### config.mk
export PLATFORM = sky130hd
export DESIGN_NAME = layer_seq_ctrl
export DESIGN_NICKNAME = d
export VERILOG_FILES = /design/src/rtl/layer_seq_ctrl.sv
export SDC_FILE = /design/constraint.sdc
export NUM_CORES = 1
export LEC_CHECK = 0
export CORE_AREA = 2 2 63 124
export CTS_CLUSTER_DIAMETER = 80
export DETAILED_ROUTE_END_ITERATION = 6
export DIE_AREA = 0 0 65 126
export PLACE_DENSITY = 0.46
export SYNTH_ARGS = -nofsm -noshare
export SYNTH_HDL_FRONTEND = slang
export SYNTH_SLANG_ARGS = --single-unit
### constraint.sdc
create_clock -name clk -period 5.1 [get_ports clk]
set_input_delay 1.02 -clock clk [delete_from_list [all_inputs] [get_ports clk]]
set_output_delay 1.02 -clock clk [all_outputs]
set_load 0.05 [all_outputs]
### src/rtl/layer_seq_ctrl.sv
// Layer sequencer for the LeNet datapath: launches each layer controller in order via
// start/done handshakes, guards every layer with a watchdog and counts completed passes.
module layer_seq_ctrl #(
    parameter int NUM_LAYERS = 5,
    parameter int TO_W       = 16,
    parameter int TIMEOUT    = 50000
) (
    input  logic                  clk,
    input  logic                  rst_n,
    input  logic                  net_start,
    input  logic                  net_abort,
    input  logic [NUM_LAYERS-1:0] layer_done,
    output logic [NUM_LAYERS-1:0] layer_start,
    output logic [2:0]            layer_idx,
    output logic                  busy,
    output logic                  net_done,
    output logic                  timeout_err,
    output logic [7:0]            frame_cnt
);

    typedef enum logic [5:0] {
        IDLE   = 6'b000001,
        LAUNCH = 6'b000010,
        WAIT   = 6'b000100,
        NEXT   = 6'b001000,
        DONE   = 6'b010000,
        ERR    = 6'b100000
    } state_t;

    localparam logic [2:0]      LAST_IDX = 3'(NUM_LAYERS - 1);
    localparam logic [TO_W-1:0] WD_MAX   = TO_W'(TIMEOUT - 1);

    state_t          state, state_nx;
    logic [2:0]      idx_nx;
    logic [TO_W-1:0] wdog, wdog_nx;
    logic [7:0]      fcnt_nx;
    logic            terr_nx;
    logic            done_sel;

    // Only the done bit of the active layer is honoured.
    always_comb begin
        done_sel = 1'b0;
        for (int unsigned i = 0; i < NUM_LAYERS; i++) begin
            if (layer_idx == 3'(i)) begin
                done_sel = layer_done[i];
            end
        end
    end

    always_comb begin
        state_nx = state;
        idx_nx   = layer_idx;
        wdog_nx  = wdog;
        fcnt_nx  = frame_cnt;
        terr_nx  = timeout_err;
        if (net_abort) begin
            state_nx = IDLE;
            idx_nx   = '0;
            wdog_nx  = '0;
        end else begin
            case (state)
                IDLE: begin
                    if (net_start) begin
                        state_nx = LAUNCH;
                        idx_nx   = '0;
                        terr_nx  = 1'b0;
                    end
                end
                LAUNCH: begin
                    wdog_nx  = '0;
                    state_nx = WAIT;
                end
                WAIT: begin
                    // A done on the expiry cycle takes precedence over the timeout.
                    if (done_sel) begin
                        if (layer_idx == LAST_IDX) begin
                            state_nx = DONE;
                            fcnt_nx  = frame_cnt + 8'd1;
                        end else begin
                            state_nx = NEXT;
                        end
                    end else if (wdog == WD_MAX) begin
                        state_nx = ERR;
                        terr_nx  = 1'b1;
                    end else begin
                        wdog_nx = wdog + TO_W'(1);
                    end
                end
                NEXT: begin
                    idx_nx   = layer_idx + 3'd1;
                    state_nx = LAUNCH;
                end
                DONE: begin
                    idx_nx   = '0;
                    state_nx = IDLE;
                end
                ERR: begin
                    state_nx = ERR;
                end
                default: begin
                    idx_nx   = '0;
                    state_nx = IDLE;
                end
            endcase
        end
    end

    always_ff @(posedge clk or negedge rst_n) begin
        if (!rst_n) begin
            state <= IDLE;
        end else begin
            state <= state_nx;
        end
    end

    always_ff @(posedge clk or negedge rst_n) begin
        if (!rst_n) begin
            layer_idx   <= '0;
            wdog        <= '0;
            frame_cnt   <= '0;
            timeout_err <= 1'b0;
        end else begin
            layer_idx   <= idx_nx;
            wdog        <= wdog_nx;
            frame_cnt   <= fcnt_nx;
            timeout_err <= terr_nx;
        end
    end

    always_comb begin
        layer_start = '0;
        for (int unsigned i = 0; i < NUM_LAYERS; i++) begin
            layer_start[i] = (state == LAUNCH) && (layer_idx == 3'(i));
        end
        busy     = (state != IDLE);
        net_done = (state == DONE);
    end

endmodule

==> flow_metrics.env <==
export IMPL_insertion_delay_ps=280
export IMPL_arrival_ps=2710
export IMPL_status="finished clean"
export IMPL_die_h_um=126
export IMPL_maxSlewHeadroom=0.283
export IMPL_synth_area_um2=2120
export IMPL_fp_coreArea_um2=7210
export IMPL_synthDistinctLibCells=52
export IMPL_antenna_left=0
export IMPL_setup_worst_path_end_class="output port"
export IMPL_cts_root_buf="clkbuf_16"
export IMPL_synth_fp_nets=243
export IMPL_p_clk_frac=0.432
export IMPL_grt_pass1_wl_mm=9.43
export IMPL_antenna_cells=0
export IMPL_crit_required_ps=4080
export IMPL_via_per_inst=5.32
export IMPL_drc=0
export IMPL_post_cts_resized=0
export IMPL_synth_seq_area_share=0.402
export IMPL_overflow=0
export IMPL_vias=1842
export IMPL_cts_tree="done"
export IMPL_drive_above_1_share=0.0630
export IMPL_area_growth_pct=22.3
export IMPL_slew_viol_final=0
export IMPL_start_util=0.294
export IMPL_dr_first_iter_drc_count=62
export IMPL_rsz0062_at_grt="false"
export IMPL_final_common_cell="dfrtp_1"
export IMPL_cap_violations=0
export IMPL_place_port_buffers=27
export IMPL_finalCritPeriodShare=0.732
export IMPL_place_area_um2=2460
export IMPL_max_freq_mhz=268
export IMPL_grt_max_degree=35
export IMPL_grt_pass1_vias=1897
export IMPL_finalNetCount=270
export IMPL_wire_per_inst_um=16.8
export IMPL_fillCellCount=759
export IMPL_syn_avg_cell_area_um2=9.33
export IMPL_synthCells=227
export IMPL_antenna_found_initial=0
export IMPL_hold_path_class="reg2reg"
export IMPL_drt_first_pass_iters=4
export IMPL_hold_viol=0
export IMPL_comb_power_share=0.140
export IMPL_synth_seq_cells=34
export IMPL_rows=44
export IMPL_synth_warning_count=0
export IMPL_internal_power_mw=0.486
export IMPL_period_minus_slack_ps=3730
export IMPL_pwr_share_seq=0.428
export IMPL_skew_ps=6.68
export IMPL_hpwl_mm=4.46
export IMPL_setup_viol=0
export IMPL_cts_buffers=5
export IMPL_ctsHoldBuffers=0
export IMPL_stdcell_area_um2=2590
export IMPL_start_kind="register"
export IMPL_power_density_nw_per_um2=258
export IMPL_post_cts_buffers=0
export IMPL_routabilityCongestion=0.778
export IMPL_dieArea_um2=8190
export IMPL_h_tree_depth=2
export IMPL_finalWirelength_mm=5.82
export IMPL_tns_ps=0
export IMPL_ir_drop_uv=155
export IMPL_max_slew_worst_pin_slew_ps=1070
export IMPL_worst_path_max_fanout=9
export IMPL_ios=28
export IMPL_grt_total_usage=0.153
export IMPL_power_leakage_nw=1.09
export IMPL_path_class="reg2out"
export IMPL_cts_sinks=34
export IMPL_clockBufferDepth=2
export IMPL_swShare=0.272
export IMPL_clkTransAtPathRegs_ps=60
export IMPL_most_common_layout_cells="dfrtp_1, clkdlybuf4s50_1, nand2_1, nand3_1, nor2_1"
export IMPL_holdWs_ps=470
export IMPL_fp_dieW_um=65
export IMPL_p_switching_mw=0.182
[Yosys cell counts (all sizes together)]
master   instances  area, um2
o21a             4       30.0
nor2            14       68.8
o311a            1       10.0
mux2             3       33.8
or2              2       12.5
o31ai            7       52.6
buf              4       28.8
o21ai           10       53.8
o311ai           2       17.5
or3              1       6.26
nand3b           2       15.0
xnor2            4       35.0
or4              7       56.3
o2111ai          1       8.76
nand4            8       50.1
o22ai            1       6.26
dfrtp           33        826
and4             3       26.3
nand3           15       87.6
a21o             1       7.51
nor3b            5       37.5
o211ai           2       15.0
nand2b           4       25.0
mux2i            4       40.0
a21oi           11       55.1
a22o             2       17.5
or4b             1       10.0
o2111a           1       11.3
o31a             2       17.5
clkbuf           3       11.3
ha               7       87.6
nor4             5       46.3
a31oi            1       6.26
dfstp            1       26.3
nand2           24       90.1
inv              8       30.0
nor3             6       40.0
and2             2       12.5
and3             7       43.8
xor2             5       43.8
nor2b            3       18.8
[routing by layer]
| metal | global-route usage | vias up | share of wire |
|---|---|---|---|
| met4 | 0.0738 | 0 | 0.025 |
| li1 | - | 892 | - |
| met1 | 0.145 | 912 | 0.36 |
| met3 | 0.0295 | 9 | 0.024 |
| met2 | 0.298 | 29 | 0.59 |
| met5 | 0 | - | 0 |
[state kept, by name (all words and copies together) (netlist names)]
signal and cells:
timeout_err 1, layer_idx 3, frame_cnt 8, state 6, wdog 16
[critical path: stages, from the launching register on]
cell             delay, ps
dfrtp_1                480
nor3_1                 490
nand3_1                340
nor3b_1                290
clkdlybuf4s50_1        840
[cells by family after synthesis]
group | count (synthesis) | share of synthesized area
AO/OA/AOI/OAI | 46 | 0.146
multiplexers | 7 | 0.0348
AND/OR/NAND/NOR | 109 | 0.305
flip-flops | 34 | 0.402
adder cells (fa/ha/maj) | 7 | 0.0413
XOR/XNOR | 9 | 0.0372
buffers and inverters | 15 | 0.0331
[final timing paths]
kind | start | endpoint | slack [ps] | cells past startpoint
setup / recovery | state[3] | layer_start[0] | 1370 | 4
hold / removal | frame_cnt[7] | frame_cnt[7] | 470 | 1
setup reg to reg | layer_idx[2] | wdog[13] | 2510 | 7
hold reg to reg | frame_cnt[7] | frame_cnt[7] | 470 | 1
max in group asynchronous | rst_n | layer_idx[1] | 3730 | 1
min in group asynchronous | rst_n | wdog[5] | 840 | 1
[through the flow]
stage	power (mW)	cells	setup WS, ps	utilization
6_report	0.668	346	1370	0.359
5_1_grt	0.701	346	1130	0.359
4_1_cts	0.680	346	1350	0.359
3_5_place_dp	0.386	339	1660	0.341
3_3_place_gp	0.387	339	1740	0.341
2_1_floorplan	0.354	227	1750	-
[power by group through the flow]
stage / Sequential [mW] / Combinational [mW] / Clock, mW
2_1_floorplan: 0.283 / 0.0714 / 0
3_3_place_gp: 0.291 / 0.0959 / 0
3_5_place_dp: 0.291 / 0.0948 / 0
4_1_cts: 0.286 / 0.0957 / 0.297
5_1_grt: 0.288 / 0.103 / 0.309
6_report: 0.286 / 0.0934 / 0.289
[cell type report]
type	count	area (um2)	area share
multi-input cells	178	1200	0.462
flip-flops and latches	34	852	0.329
repair buffers	27	265	0.102
clock buffers	7	133	0.0512
well taps	92	115	0.0444
inverters	8	30.0	0.0116
Power figures use the tool's default switching activity.
